## config.mk

```make
export PLATFORM = sky130hd
export DESIGN_NAME = sram_arbiter
export DESIGN_NICKNAME = d
export VERILOG_FILES = /design/src/rtl/sram_arbiter.sv
export SDC_FILE = /design/constraint.sdc
export NUM_CORES = 1
export LEC_CHECK = 0
export ABC_CLOCK_PERIOD_IN_PS = 6080
export BUFFER_PORTS_ARGS = -buffer_cell sky130_fd_sc_hd__buf_2
export CORE_MARGIN = 1.5
export CORE_UTILIZATION = 30
export DETAILED_ROUTE_END_ITERATION = 8
export HOLD_SLACK_MARGIN = 0.1
export PLACE_DENSITY = 0.62
export SYNTH_ARGS = -nofsm -noshare
export SYNTH_HDL_FRONTEND = slang
export SYNTH_SLANG_ARGS = --single-unit
```

## constraint.sdc

```tcl
create_clock -name clk -period 6.08 [get_ports clk]
set_input_delay 1.216 -clock clk [delete_from_list [all_inputs] [get_ports clk]]
set_output_delay 1.216 -clock clk [all_outputs]
set_load 0.02 [all_outputs]
```

## src/rtl/sram_arbiter.sv

```systemverilog
// Two-port (instruction fetch / load-store) arbiter for a single-ported SRAM.
// One access per IDLE->ISSUE->RESP pass, round-robin on contention.
module sram_arbiter #(
  parameter bit DATA_FIRST = 1'b0
) (
  input  logic        clk,
  input  logic        reset,
  input  logic        inst_req,
  input  logic [31:0] inst_addr,
  output logic        inst_done,
  output logic [31:0] inst_rdata,
  input  logic        data_req,
  input  logic        data_we,
  input  logic [31:0] data_addr,
  input  logic [31:0] data_wdata,
  output logic        data_done,
  output logic [31:0] data_rdata,
  output logic        sram_en,
  output logic        sram_we,
  output logic [31:0] sram_addr,
  output logic [31:0] sram_wdata,
  input  logic [31:0] sram_rdata,
  output logic        busy
);

  typedef enum logic [1:0] {
    IDLE  = 2'd0,
    ISSUE = 2'd1,
    RESP  = 2'd2
  } state_t;

  localparam logic GRANT_INST = 1'b0;
  localparam logic GRANT_DATA = 1'b1;

  state_t      r_state;
  state_t      w_next_state;
  logic        r_sel;
  logic        r_last_grant;
  logic        r_we;
  logic [31:0] r_addr;
  logic [31:0] r_wdata;
  logic        w_any_req;
  logic        w_grant;
  logic        w_latch;
  logic        w_resp;

  // On contention the port that did not win last time is granted.
  always_comb begin
    w_any_req = inst_req | data_req;
    w_grant   = GRANT_INST;
    if (inst_req && data_req) begin
      w_grant = ~r_last_grant;
    end else if (data_req) begin
      w_grant = GRANT_DATA;
    end
  end

  always_comb begin
    w_next_state = r_state;
    case (r_state)
      IDLE:    if (w_any_req) w_next_state = ISSUE;
      ISSUE:   w_next_state = RESP;
      RESP:    w_next_state = IDLE;
      default: w_next_state = IDLE;
    endcase
  end

  assign w_latch = (r_state == IDLE) && w_any_req;

  always_ff @(posedge clk or posedge reset) begin
    if (reset) begin
      r_state <= IDLE;
    end else begin
      r_state <= w_next_state;
    end
  end

  // Request-side inputs are captured once per transaction and ignored afterwards.
  always_ff @(posedge clk or posedge reset) begin
    if (reset) begin
      r_sel        <= GRANT_INST;
      r_we         <= 1'b0;
      r_addr       <= 32'h0;
      r_wdata      <= 32'h0;
      r_last_grant <= DATA_FIRST ? GRANT_INST : GRANT_DATA;
    end else if (w_latch) begin
      r_sel        <= w_grant;
      r_last_grant <= w_grant;
      r_we         <= (w_grant == GRANT_DATA) && data_we;
      r_addr       <= (w_grant == GRANT_DATA) ? data_addr : inst_addr;
      r_wdata      <= data_wdata;
    end
  end

  assign sram_en    = (r_state == ISSUE);
  assign sram_we    = sram_en && r_we;
  assign sram_addr  = r_addr;
  assign sram_wdata = r_wdata;

  assign w_resp     = (r_state == RESP);
  assign inst_done  = w_resp && (r_sel == GRANT_INST);
  assign data_done  = w_resp && (r_sel == GRANT_DATA);
  assign inst_rdata = inst_done ? sram_rdata : 32'h0;
  assign data_rdata = data_done ? sram_rdata : 32'h0;
  assign busy       = (r_state != IDLE);

endmodule

```

* After elaboration in Yosys (flattened, before gate mapping)
Index checks and enable logic that the tools add are counted.
Word-level totals: flip-flop bits (word level) 69, input port bits 133
Cells by class: eq/ne operators 3, mux-type cells 7, bitwise operators 3, reduce and logical (&&, ||, !) cells 8
Operators with widths (count):
- $mux 32 | 3
- $logic_and 1x1->1 | 6
- $pmux 2 s2 | 1
- $eq 2x1->1 const B | 1
- $eq 2x2->1 const B | 1
- $logic_not 2->1 | 1
- $mux 1 | 2
- $mux 2 | 1
- $ne 2x2->1 const B | 1
- $not 1->1 | 2
- $reduce_bool 2->1 | 1
- $or 1x1->1 | 1

* Depth between registers and ports, before layout
Gate-level depths: netlist of run 1.
depth in word-level cells 3, gate-level depth with buffers 6

* Worst setup path after synthesis of run 1
No wires, ideal clock.
path kind input to output, start input port sram_rdata[0], end output port data_rdata[0], arrival time 1.426 ns, data required time 4.864 ns, setup slack 3.438 ns, stages on the path 1, cells stage by stage and2_1
On the way: cells in the longest elaborated chain, start to end 1
RTL lines:
- from (decl) | RTL line 22 | input logic [31:0] sram_rdata,
- $mux 32 | RTL line 104 | assign data_rdata = data_done ? sram_rdata : 32'h0;
- to (decl) | RTL line 17 | output logic [31:0] data_rdata,
No other way between the ends.

* Worst setup path after layout of run 1
start register r_state[0], end output port data_rdata[17]
On the way: cells in the longest elaborated chain, start to end 3
RTL lines:
- from (decl) | RTL line 35 | state_t r_state;
- from (signal assigned) | RTL line 74 | r_state <= w_next_state;
- $eq 2x2->1 | RTL line 100 | assign w_resp = (r_state == RESP);
- $logic_and 1x1->1 | RTL line 102 | assign data_done = w_resp && (r_sel == GRANT_DATA);
- $mux 32 | RTL line 104
No other way between the ends.

==> results of run 1 <==
## cell type report
| type | count | area (um^2) | area share |
|---|---|---|---|
| Multi-Input combinational cell | 173 | 1800 | 0.336 |
| Sequential cell | 69 | 1730 | 0.322 |
| Timing Repair Buffer | 268 | 1350 | 0.251 |
| Clock buffer | 9 | 225 | 0.0420 |
| Tap cell | 147 | 184 | 0.0343 |
| Clock inverter | 7 | 66.3 | 0.0124 |
| Inverter | 3 | 11.3 | 0.00210 |
| Antenna cell | 1 | 2.50 | 0.000466 |
## stage by stage
step	instances	setup WS, ns	utilization
after global routing	676	2.83	0.448
after detailed placement	660	3.22	0.424
after global placement	660	3.22	0.424
final	677	2.98	0.449
after CTS	676	2.96	0.448
after floorplan	261	3.13	-
## layer usage
metal / vias to the layer above / share of wire / GRT usage
met5: - / 0 / 0
met4: 0 / 0.012 / 0.0467
met3: 9 / 0.073 / 0.0414
met2: 148 / 0.53 / 0.278
met1: 1399 / 0.39 / 0.168
li1: 1412 / - / -
## critical path: stages (launching register included)
cell and delay, ns:
dfrtp_1 0.42, and3b_1 0.75, and2_1 0.23, buf_2 0.16
## logic make-up (layout without fill, tap and decap cells)
| family | after synthesis | after routing | share of synthesized area |
|---|---|---|---|
| and+or+nand+nor | 70 | 70 | 0.121 |
| other | 0 | 1 | 0 |
| AOI/OAI and AO/OA | 7 | 7 | 0.0171 |
| muxes | 96 | 96 | 0.353 |
| DFF | 69 | 69 | 0.472 |
| buffers and inverters | 19 | 287 | 0.0376 |
## path summary, 6_finish.rpt
check                                 from              to  slack, ns  cells past startpoint
worst max-delay path            r_state[0]  data_rdata[17]       2.98                      3
min in group asynchronous            reset  sram_wdata[15]       1.16                      3
max in group asynchronous            reset   sram_wdata[5]       4.37                      3
worst max register to register  r_state[0]  sram_wdata[30]       3.89                      5
worst min register to register        r_we            r_we       0.50                      1
worst min-delay path                  r_we            r_we       0.50                      1
## synthesized netlist by cell type (all sizes together)
cell type | number | share of area
mux2 | 96 | 0.35
dfrtp | 68 | 0.46
and2 | 65 | 0.11
buf | 10 | 0.028
clkbuf | 6 | 0.0062
inv | 3 | 0.0031
nor2b | 2 | 0.0034
a21bo | 1 | 0.0044
a21boi | 1 | 0.0021
a21oi | 1 | 0.0014
a22o | 1 | 0.0024
a31oi | 1 | 0.0017
a32o | 1 | 0.0027
and3b | 1 | 0.0024
dfstp | 1 | 0.0072
nor2 | 1 | 0.0017
nor3b | 1 | 0.0021
o21ai | 1 | 0.0024
## registers in the layout, indices dropped and copies added, names as in the netlist
register      count
r_last_grant      1
sram_wdata       32
r_state           2
r_we              1
sram_addr        32
r_sel             1
## power by group
group | internal, mW | switching (mW)
Clock | 0.315 | 0.193
Sequential | 0.701 | 0.127
Combinational | 0.670 | 0.780
Total | 1.69 | 1.10
==> impl_metrics.yaml, run 1 <==
status:
  status: "completed"
logic_synthesis:
  ys_ff_latch: 69
  syn-cell-area_mm2: 0.00366
  syn-num-nets: 394
  syn_inst: 261
  avgSynthCellArea_um2: 14.0
  synth_cell_type_count: 23
  yosys_warnings: 0
  ys_seq_area_frac: 0.472
critical_path:
  cp.required_ns: 4.86
  start_kind: "flip-flop"
  cp_data_arrival_time_ns: 1.89
  cp-end-kind: "output pin"
  path_class: "reg2out"
  cp_max_fo: 33
grt:
  grt_pass1_wl_um: 15100
  antenna_found_initial: 1
  grt_overflow: 0
  track_usage: 0.151
  grt_pass1_vias: 2985
  grt_max_degree: 70
cts:
  cts_tree: "yes"
  cts_made_buffers: 9
  cts_root_buf: "clkbuf_16"
  ctsResizeCount: 0
  cts_setup_buffers: 0
  cts.path.max_buffers: 2
  insertion_delay_ns: 0.32
  htree_levels: 3
  cts.clk_slew.worst_paths_ns: 0.05
  cts_hold_buf: 0
  clock-sinks: 69
drt:
  drc: 0
  wire_per_inst_um: 14.6
  ant_nets: 0
  drt_iter0_markers: 57
  drt-pass1-iter-count: 4
  via_count: 2968
  vias_per_cell: 4.38
  drt-total-wl_um: 9900
die:
  die_w_um: 113
  die_h_um: 113
  coreArea_mm2: 0.0120
  boundaryPins: 266
  start_util: 0.306
  num_rows: 40
  dieArea_mm2: 0.0129
timing:
  finalHoldViolations: 0
  rsz0062_at_grt: "false"
  timing.hold.ws_ns: 0.496
  fmax_ghz: 0.322
  relSlewSlack: 0.357
  finClkSkew_ns: 0.00334
  setup_violations: 0
  worst-slew-pin-transition_ns: 0.965
  setup_tns_ns: 0
  fin_crit_sh: 0.511
  slew_viol_final: 0
  period_needed_ns: 3.10
pwr:
  finalPower_mw: 2.79
  vdd_drop_max_v: 0.000233
  powerDensity_mw_per_mm2: 519
  leakage_nw: 2.97
cells_and_area:
  fillers: 1134
  area_growth_pct: 46.6
  final_area_mm2: 0.00537
  final_cell_mix: "265 x buf_2, 68 x dfrtp_1, 65 x and2_1"
  final_nets: 657
  layout_commonest_cell: "buf_2"
  drive_above_1_share: 0.732
run:
  max_cap_violations: 0
hold_path:
  hold_class: "reg2reg"
placed_design:
  gp_congestion: 0.794
  dp_hpwl_um: 7730
  dpl-instance-area_mm2: 0.00507
  io_buffers: 265
Note: power is estimated with default switching activity, not from simulation.
==> run 2: changes to the inputs <==
--- a/config.mk
+++ b/config.mk
@@ -5,13 +5,14 @@
 export SDC_FILE = /design/constraint.sdc
 export NUM_CORES = 1
 export LEC_CHECK = 0
-export ABC_CLOCK_PERIOD_IN_PS = 6080
+export ABC_AREA = 1
+export ABC_CLOCK_PERIOD_IN_PS = 2700
 export BUFFER_PORTS_ARGS = -buffer_cell sky130_fd_sc_hd__buf_2
 export CORE_MARGIN = 1.5
 export CORE_UTILIZATION = 30
 export DETAILED_ROUTE_END_ITERATION = 8
 export HOLD_SLACK_MARGIN = 0.1
-export PLACE_DENSITY = 0.62
+export PLACE_DENSITY = 0.65
 export SYNTH_ARGS = -nofsm -noshare
 export SYNTH_HDL_FRONTEND = slang
 export SYNTH_SLANG_ARGS = --single-unit
==> constraint.sdc (replaced) <==
create_clock -name clk -period 2.7 [get_ports clk]
set_input_delay 0.54 -clock clk [delete_from_list [all_inputs] [get_ports clk]]
set_output_delay 0.54 -clock clk [all_outputs]
set_load 0.02 [all_outputs]
==> impl_metrics.yaml, run 2 <==
status:
  status: "completed"
die:
  die_w_um: 113
  coreArea_mm2: 0.0120
  start_util: 0.305
  num_rows: 40
  boundaryPins: 266
  die_h_um: 113
  dieArea_mm2: 0.0128
timing:
  setup_tns_ns: 0
  setup_violations: 0
  relSlewSlack: 0.539
  finalHoldViolations: 0
  rsz0062_at_grt: "false"
  setup_slack_ns: 0.721
  period_needed_ns: 1.98
  fin_crit_sh: 0.733
  timing.hold.ws_ns: 0.314
  finClkSkew_ns: 0.00705
  slew_viol_final: 0
  fmax_ghz: 0.505
  worst-slew-pin-transition_ns: 0.692
cts:
  insertion_delay_ns: 0.33
  cts_setup_buffers: 0
  cts_root_buf: "clkbuf_16"
  cts.clk_slew.worst_paths_ns: 0.06
  cts.path.max_buffers: 2
  cts_hold_buf: 0
  ctsResizeCount: 0
  clock-sinks: 69
  cts_made_buffers: 9
  htree_levels: 3
  cts_tree: "yes"
logic_synthesis:
  syn_inst: 541
  synth-edff-count: 0
  synth_cell_type_count: 16
  avgSynthCellArea_um2: 6.75
  yosys_warnings: 0
  ys_seq_area_frac: 0.473
  async_flop_share: 1.00
  syn-num-nets: 674
  syn-cell-area_mm2: 0.00365
  synth_area_leader_cell: "dfrtp_1"
  synth_ff_type: "dfrtp_1"
  synth_area_leaders: "dfrtp_1 47%, nand2_1 20%, inv_1 10%"
  ys_ff_latch: 69
  synth_common_cells: "199 x nand2_1, 101 x inv_1, 68 x dfrtp_1"
  yosysTopAreaCellShare: 0.466
  yosys.cell_count.top_type: "nand2_1"
pwr:
  seq_power_share: 0.302
  finalPower_mw: 6.06
  combPwrFrac: 0.483
  power.internal_mw: 3.31
  p_sw_mw: 2.75
  vdd_drop_max_v: 0.000423
  sw_frac_of_total: 0.454
  clockPowerShare: 0.215
  leakage_nw: 3.64
  powerDensity_mw_per_mm2: 1120
critical_path:
  cp-end-kind: "output pin"
  r2r_cells: 6
  path_cells: "inv_2 > nand3_1 > buf_4 > nor2_1 > buf_2"
  regToRegSetupSlack_ns: 1.05
  cp_data_arrival_time_ns: 1.44
  cp.required_ns: 2.16
  timing.rr.start: "r_state[1]"
  path_class: "reg2out"
  path_delay_family: "buffers and inverters"
  start_kind: "flip-flop"
  cp_max_fo: 33
  startpoint: "r_state[0]"
  crit_path_top_delay_cell: "dfrtp_1"
  cp_slowest_stage_delay_ns: 0.40
  rr_endpoint: "sram_addr[25]"
  crit_buf_inv: 3
grt:
  antenna_found_initial: 1
  grt_overflow: 0
  grt_pass1_wl_um: 17900
  grt_max_degree: 67
  track_usage: 0.175
  grt_pass1_vias: 3688
cells_and_area:
  final_area_mm2: 0.00541
  final_core_util: 0.453
  final_cell_mix: "265 x buf_2, 199 x nand2_1, 100 x inv_1"
  final_nets: 929
  area_growth_pct: 48.3
  drive_above_1_share: 0.372
  fin_cells: 949
  layout_commonest_cell: "buf_2"
drt:
  drt-total-wl_um: 11300
  drt_iter0_markers: 144
  ant_nets: 0
  wire_per_inst_um: 11.9
  drt-pass1-iter-count: 4
  via_count: 4003
  vias_per_cell: 4.22
  drc: 0
run:
  max_cap_violations: 0
placed_design:
  dpl-instance-area_mm2: 0.00508
  dp_hpwl_um: 8510
  io_buffers: 265
  pre_cts_ws_ns: 0.789
  gp_congestion: 0.779
  place_inst: 932
hold_path:
  hold_class: "in2async"
-- run 2: changes by cell type in the layout (fill, tap and decap cells not counted), sizes merged, moves of 2 or more --
cell / delta
and2: -65
inv: +102
nor2b: -2
buf: +6
nor2: +68
nand2: +200
mux2: -96
clkinv: -3
nand3: +67
-- run 2: power by group through the flow --
stage	Clock, mW	Sequential [mW]	Combinational [mW]
floorplan	0	2.42	1.39
global route	1.38	1.90	3.23
finish	1.30	1.83	2.93
global placement	0	1.82	2.94
CTS	1.34	1.83	2.97
detailed placement	0	1.83	2.97
-- run 2: cell families (layout without fill, tap and decap cells) --
kind of cell | count (synthesis) | after routing | share of synthesized area
compound gates | 1 | 1 | 0.00137
flops | 69 | 69 | 0.473
simple gates | 337 | 337 | 0.374
other cells | 0 | 1 | 0
buf+inv | 134 | 394 | 0.152
-- run 2: per-layer routing --
metal / vias up / global-route usage / wire [um]
met5: - / 0 / 0
met4: 0 / 0.0625 / 177
met3: 13 / 0.0268 / 496
met2: 153 / 0.318 / 5770
met1: 1754 / 0.210 / 4890
li1: 2083 / - / -
-- run 2: worst max-delay path by stage --
stage                      to  cells after the start
6_report       data_rdata[23]                      5
5_1_grt        inst_rdata[24]                      5
4_1_cts        data_rdata[23]                      5
3_5_place_dp     sram_addr[6]                      6
3_3_place_gp    sram_addr[27]                      6
2_1_floorplan           r_sel                      1
-- run 2: final cells by class --
type	count	area, um^2
multi-input combinational	338	1370
antenna	1	2.50
fill	1277	6550
inverter	104	390
clock buffer	10	239
clock inverter	6	93.8
sequential	69	1730
tap	147	184
timing repair buffer	274	1410
